==> src/rtl/frame_update_scheduler.sv <==
// Per-frame update sequencer: on the trigger line start, kick units 0..3 in order,
// wait for each (with timeout), then pulse a commit to the display position latch.
module frame_update_scheduler #(
    parameter logic [9:0] TRIG_LINE = 10'd480,
    parameter int         TIMEOUT   = 1000
) (
    input  logic       clk,
    input  logic       reset,
    input  logic [9:0] hCount,
    input  logic [9:0] vCount,
    input  logic [3:0] unitDone,
    input  logic       clearFlags,
    output logic [3:0] unitStart,
    output logic       frameStart,
    output logic       busy,
    output logic [3:0] timeoutFlags,
    output logic       overrun,
    output logic [7:0] frameCount
);
    typedef enum logic [2:0] {
        S_IDLE, S_WAIT0, S_WAIT1, S_WAIT2, S_WAIT3, S_COMMIT
    } state_t;

    localparam logic [15:0] TMO_LAST = 16'(TIMEOUT - 1);

    state_t      r_state;
    logic        r_condPrev;
    logic [15:0] r_waitCnt;
    logic [3:0]  r_unitStart;
    logic        r_frameStart;
    logic [3:0]  r_timeoutFlags;
    logic        r_overrun;
    logic [7:0]  r_frameCount;

    logic       w_cond, w_tick, w_inWait, w_done, w_tmo, w_ovSet;
    logic [2:0] w_off;
    logic [1:0] w_idx;
    logic [3:0] w_toSet;

    assign w_cond   = (hCount == 10'd0) && (vCount == TRIG_LINE);
    assign w_tick   = w_cond && !r_condPrev;
    assign w_inWait = (r_state >= S_WAIT0) && (r_state <= S_WAIT3);
    assign w_off    = r_state - S_WAIT0;
    assign w_idx    = w_off[1:0];
    // Done beats a timeout landing on the same cycle.
    assign w_done   = w_inWait && unitDone[w_idx];
    assign w_tmo    = w_inWait && (r_waitCnt == TMO_LAST) && !w_done;
    assign w_toSet  = w_tmo ? (4'b0001 << w_idx) : 4'b0000;
    assign w_ovSet  = w_tick && (r_state != S_IDLE);

    always_ff @(posedge clk) begin
        if (reset) begin
            r_state        <= S_IDLE;
            r_condPrev     <= 1'b1;
            r_waitCnt      <= '0;
            r_unitStart    <= '0;
            r_frameStart   <= 1'b0;
            r_timeoutFlags <= '0;
            r_overrun      <= 1'b0;
            r_frameCount   <= '0;
        end else begin
            r_condPrev   <= w_cond;
            r_unitStart  <= '0;
            r_frameStart <= 1'b0;
            // Set events override a simultaneous clear.
            r_timeoutFlags <= (clearFlags ? 4'b0000 : r_timeoutFlags) | w_toSet;
            r_overrun      <= (clearFlags ? 1'b0 : r_overrun) | w_ovSet;
            case (r_state)
                S_IDLE: begin
                    if (w_tick) begin
                        r_state     <= S_WAIT0;
                        r_unitStart <= 4'b0001;
                        r_waitCnt   <= '0;
                    end
                end
                S_WAIT0, S_WAIT1, S_WAIT2, S_WAIT3: begin
                    if (w_done || w_tmo) begin
                        r_waitCnt <= '0;
                        if (r_state == S_WAIT3) begin
                            r_state      <= S_COMMIT;
                            r_frameStart <= 1'b1;
                        end else begin
                            r_state     <= state_t'(r_state + 3'd1);
                            r_unitStart <= 4'b0010 << w_idx;
                        end
                    end else begin
                        r_waitCnt <= r_waitCnt + 16'd1;
                    end
                end
                S_COMMIT: begin
                    r_state      <= S_IDLE;
                    r_frameCount <= r_frameCount + 8'd1;
                end
                default: r_state <= S_IDLE;
            endcase
        end
    end

    assign unitStart    = r_unitStart;
    assign frameStart   = r_frameStart;
    assign busy         = (r_state != S_IDLE);
    assign timeoutFlags = r_timeoutFlags;
    assign overrun      = r_overrun;
    assign frameCount   = r_frameCount;
endmodule

==> config.mk <==
export PLATFORM = sky130hd
export DESIGN_NAME = frame_update_scheduler
export DESIGN_NICKNAME = d
export VERILOG_FILES = /design/src/rtl/frame_update_scheduler.sv
export SDC_FILE = /design/constraint.sdc
export NUM_CORES = 1
export LEC_CHECK = 0
export CAP_MARGIN = 20
export CORE_UTILIZATION = 49
export CTS_CLUSTER_DIAMETER = 60
export DETAILED_ROUTE_END_ITERATION = 10
export PLACE_DENSITY = 0.79
export SETUP_SLACK_MARGIN = 0.5
export SYNTH_ARGS = -nofsm -noshare
export SYNTH_HDL_FRONTEND = slang
export SYNTH_SLANG_ARGS = --single-unit
export TNS_END_PERCENT = 100
==> constraint.sdc <==
create_clock -name clk -period 3.8 [get_ports clk]
set_clock_uncertainty 0.2 [all_clocks]
set_input_delay 0.38 -clock clk [delete_from_list [all_inputs] [get_ports clk]]
set_output_delay 0.38 -clock clk [all_outputs]
set_load 0.01 [all_outputs]
==> impl_metrics.yaml <==
run_status:
  outcome: "finished clean"
sta:
  rsz0062_at_grt: "no"
  tightestPinTransition_ps: 1030
  setup_viol: 0
  final_hold_viol_count: 0
  fmax_ghz: 0.324
  relSlewSlack_pct: 31.3
  fin_tns_setup_ps: 0
  finalCritPeriodShare_pct: 81.3
  drv_slew: 0
  fin_crit_ps: 3090
final_layout:
  final_area_um2: 2500
  drive_gt1_share_pct: 5.93
  synthToLayoutAreaGrowth_pct: 29.9
  nets: 303
  final_cell_mix: "clkdlybuf4s50_1, dfxtp_1, nor2_1"
  final_common_cell: "clkdlybuf4s50_1"
  antenna_cells: 0
die:
  fp.dieW_um: 64.7
  dieArea_um2: 4190
  start_util_pct: 51.9
  core_area_um2: 3720
  die_height_um: 64.7
  std_cell_rows: 22
  ios: 46
flow_run:
  drv_cap: 0
placement:
  dp_hpwl_um: 3240
  io_buffers: 45
  placed_area_um2: 2410
  gp_congestion: 0.785
global_routing:
  grt_usage_pct: 23.2
  grt_max_degree: 18
  grt_pass1_vias: 1809
  grt_pass1_wl_um: 7670
  grt_overflow_total: 0
  antenna_found_initial: 0
cts:
  cts_tree: "built"
  post-cts-setup-buffers: 0
  clkLatencyLatePin_ps: 290
  ctsResizeCount: 0
  postCtsHoldBufs: 0
  cts_buffer_depth: 2
  numCtsBuffers: 5
  cts.clk_slew.worst_paths_ps: 80
  htree_levels: 2
  cts_root_buf: "clkbuf_8"
  cts_sinks: 38
worst_setup_path:
  crit_type: "flip-flop to flip-flop"
  crit_fanout: 14
  worstReg2RegEnd: "r_waitCnt[8]$_SDFFE_PP0P_"
  end_kind: "flip-flop"
  critPathLaunchType: "flip-flop"
  reg2reg_depth: 7
  path_common_cell: "or3_1"
  worstPathRequired_ps: 3780
  cp_slowest_cell: "or3_1"
  critPathArrivalTime_ps: 3070
  r2r_slack_ps: 710
  regToRegStartpoint: "r_state[0]$_SDFFE_PP0P_"
  cp_slowest_stage_delay_ps: 550
  path_cells: "inv_1 -> ha_1 -> mux4_2 -> or3_1 -> or2_4 -> or3_1 -> o41ai_1"
yosys:
  ys.flop_type: "dfxtp_1"
  synth_warnings: 0
  synth_area_um2: 1930
  async_flop_share_pct: 0
  syn_avg_cell_area_um2: 8.53
  synth_edf_count: 0
  syn-num-nets: 260
  ys_types: 39
  ys_ff_latch: 38
  yosysSeqAreaShare_pct: 39.5
  synthesis.instances: 226
drt:
  drc: 0
  routed_wl_um: 4470
  drt_iter0_drc: 151
  wire_per_inst_um: 14.1
  vias_per_cell: 6.09
  dr.pass1.iters: 5
  num_vias: 1937
  ant_nets: 0
hold_path:
  holdCritStartpoint: "overrun$_SDFF_PP0_"
  hp-class: "flip-flop to flip-flop"
  hold_depth: 2
  hold_path_end: "overrun$_SDFF_PP0_"
power_and_ir_drop:
  vdd_ir_drop_max_v: 0.000195
  powerDensity_nw_per_um2: 323
  leakage_uw: 0.000835
## sequential cells by signal, indices dropped and copies added, names as in the netlist
name          cells
r_waitCnt        16
timeoutFlags      4
unitStart         4
r_condPrev        1
frameStart        1
frameCount        8
overrun           1
r_state           3
## worst max-delay path by stage
stage                                        from                         end  slack [ps]  depth (start not counted)
after floorplan           r_state[0]$_SDFFE_PP0P_  r_waitCnt[10]$_SDFFE_PP0P_         980                         10
after detailed placement                hCount[7]  r_waitCnt[12]$_SDFFE_PP0P_         550                          6
final                     r_state[0]$_SDFFE_PP0P_   r_waitCnt[8]$_SDFFE_PP0P_         710                          7
after global routing      r_state[0]$_SDFFE_PP0P_  r_waitCnt[12]$_SDFFE_PP0P_         530                          7
after CTS                 r_state[0]$_SDFFE_PP0P_  r_waitCnt[12]$_SDFFE_PP0P_         710                          7
after global placement                  hCount[7]  r_waitCnt[14]$_SDFFE_PP0P_         580                          6
## routing by layer
| metal | routed length, um | global-route usage (%) | part of all wire (%) |
|---|---|---|---|
| met4 | 52 | 9.17 | 1.2 |
| met5 | 0 | 0 | 0 |
| met3 | 279 | 5.46 | 6.2 |
| met1 | 2010 | 27.5 | 45 |
| met2 | 2130 | 39.7 | 48 |
## power breakdown
| group | leakage (uW) | switching [uW] | internal (uW) |
|---|---|---|---|
| logic | 0.000482 | 60.5 | 55.5 |
| registers | 0.000306 | 3.53 | 400 |
| clock network | 0.0000472 | 144 | 146 |
## cell usage after synthesis (all sizes together), types with 2 or more instances
| cell | instances | area, um2 |
|---|---|---|
| nand2b | 5 | 31.3 |
| o31ai | 7 | 52.6 |
| nand4b | 2 | 17.5 |
| a211oi | 5 | 37.5 |
| a21oi | 13 | 65.1 |
| nor2b | 6 | 37.5 |
| and3 | 6 | 37.5 |
| nor3b | 2 | 15.0 |
| nand3 | 10 | 50.1 |
| a311oi | 3 | 26.3 |
| nor2 | 19 | 71.3 |
| buf | 5 | 28.8 |
| inv | 8 | 30.0 |
| nor3 | 10 | 50.1 |
| clkbuf | 8 | 30.0 |
| o22ai | 4 | 25.0 |
| o311ai | 9 | 78.8 |
| ha | 7 | 87.6 |
| nor4 | 4 | 31.3 |
| o21ai | 8 | 40.0 |
| nor4b | 2 | 17.5 |
| o41ai | 4 | 35.0 |
| nand2 | 13 | 48.8 |
| or3 | 6 | 37.5 |
| dfxtp | 38 | 761 |
| or4 | 3 | 22.5 |
| o32ai | 2 | 17.5 |
| nand4 | 6 | 37.5 |
| xor2 | 4 | 35.0 |
## kinds of logic after synthesis
group                    synth area share [%]
AO/OA/AOI/OAI                            20.1
XOR/XNOR                                 2.27
adder cells (fa/ha/maj)                  4.54
buffers and inverters                    4.61
flip-flops                               39.5
multiplexers                             1.17
AND/OR/NAND/NOR                          27.9
## worst max-delay path: cells and delay by family, from the launching register on
kind	cells	cell delay, ps
adder cells (fa/ha/maj)	1	340
buffers and inverters	1	130
multiplexers	1	290
AND/OR/NAND/NOR	3	1160
flip-flops	1	450
AO/OA/AOI/OAI	1	390
## metrics by stage
stage | utilization [%] | setup WS [ps] | hold slack (ps) | total power [uW] | std cells
2_1_floorplan | - | 978 | 252 | 479 | 226
3_3_place_gp | 64.8 | 578 | 263 | 527 | 310
3_5_place_dp | 64.8 | 551 | 270 | 528 | 310
4_1_cts | 67.4 | 713 | 284 | 815 | 318
5_1_grt | 67.4 | 535 | 319 | 848 | 318
6_report | 67.4 | 709 | 281 | 809 | 318
## area by class of cell
type | count | area, um2
timing repair buffer | 49 | 480
inverter | 8 | 30.0
clock inverter | 2 | 12.5
tap | 48 | 60.1
fill | 307 | 1210
sequential | 38 | 761
clock buffer | 6 | 82.6
multi-input combinational | 167 | 1080
No activity file was read; power rests on OpenSTA's default activity.
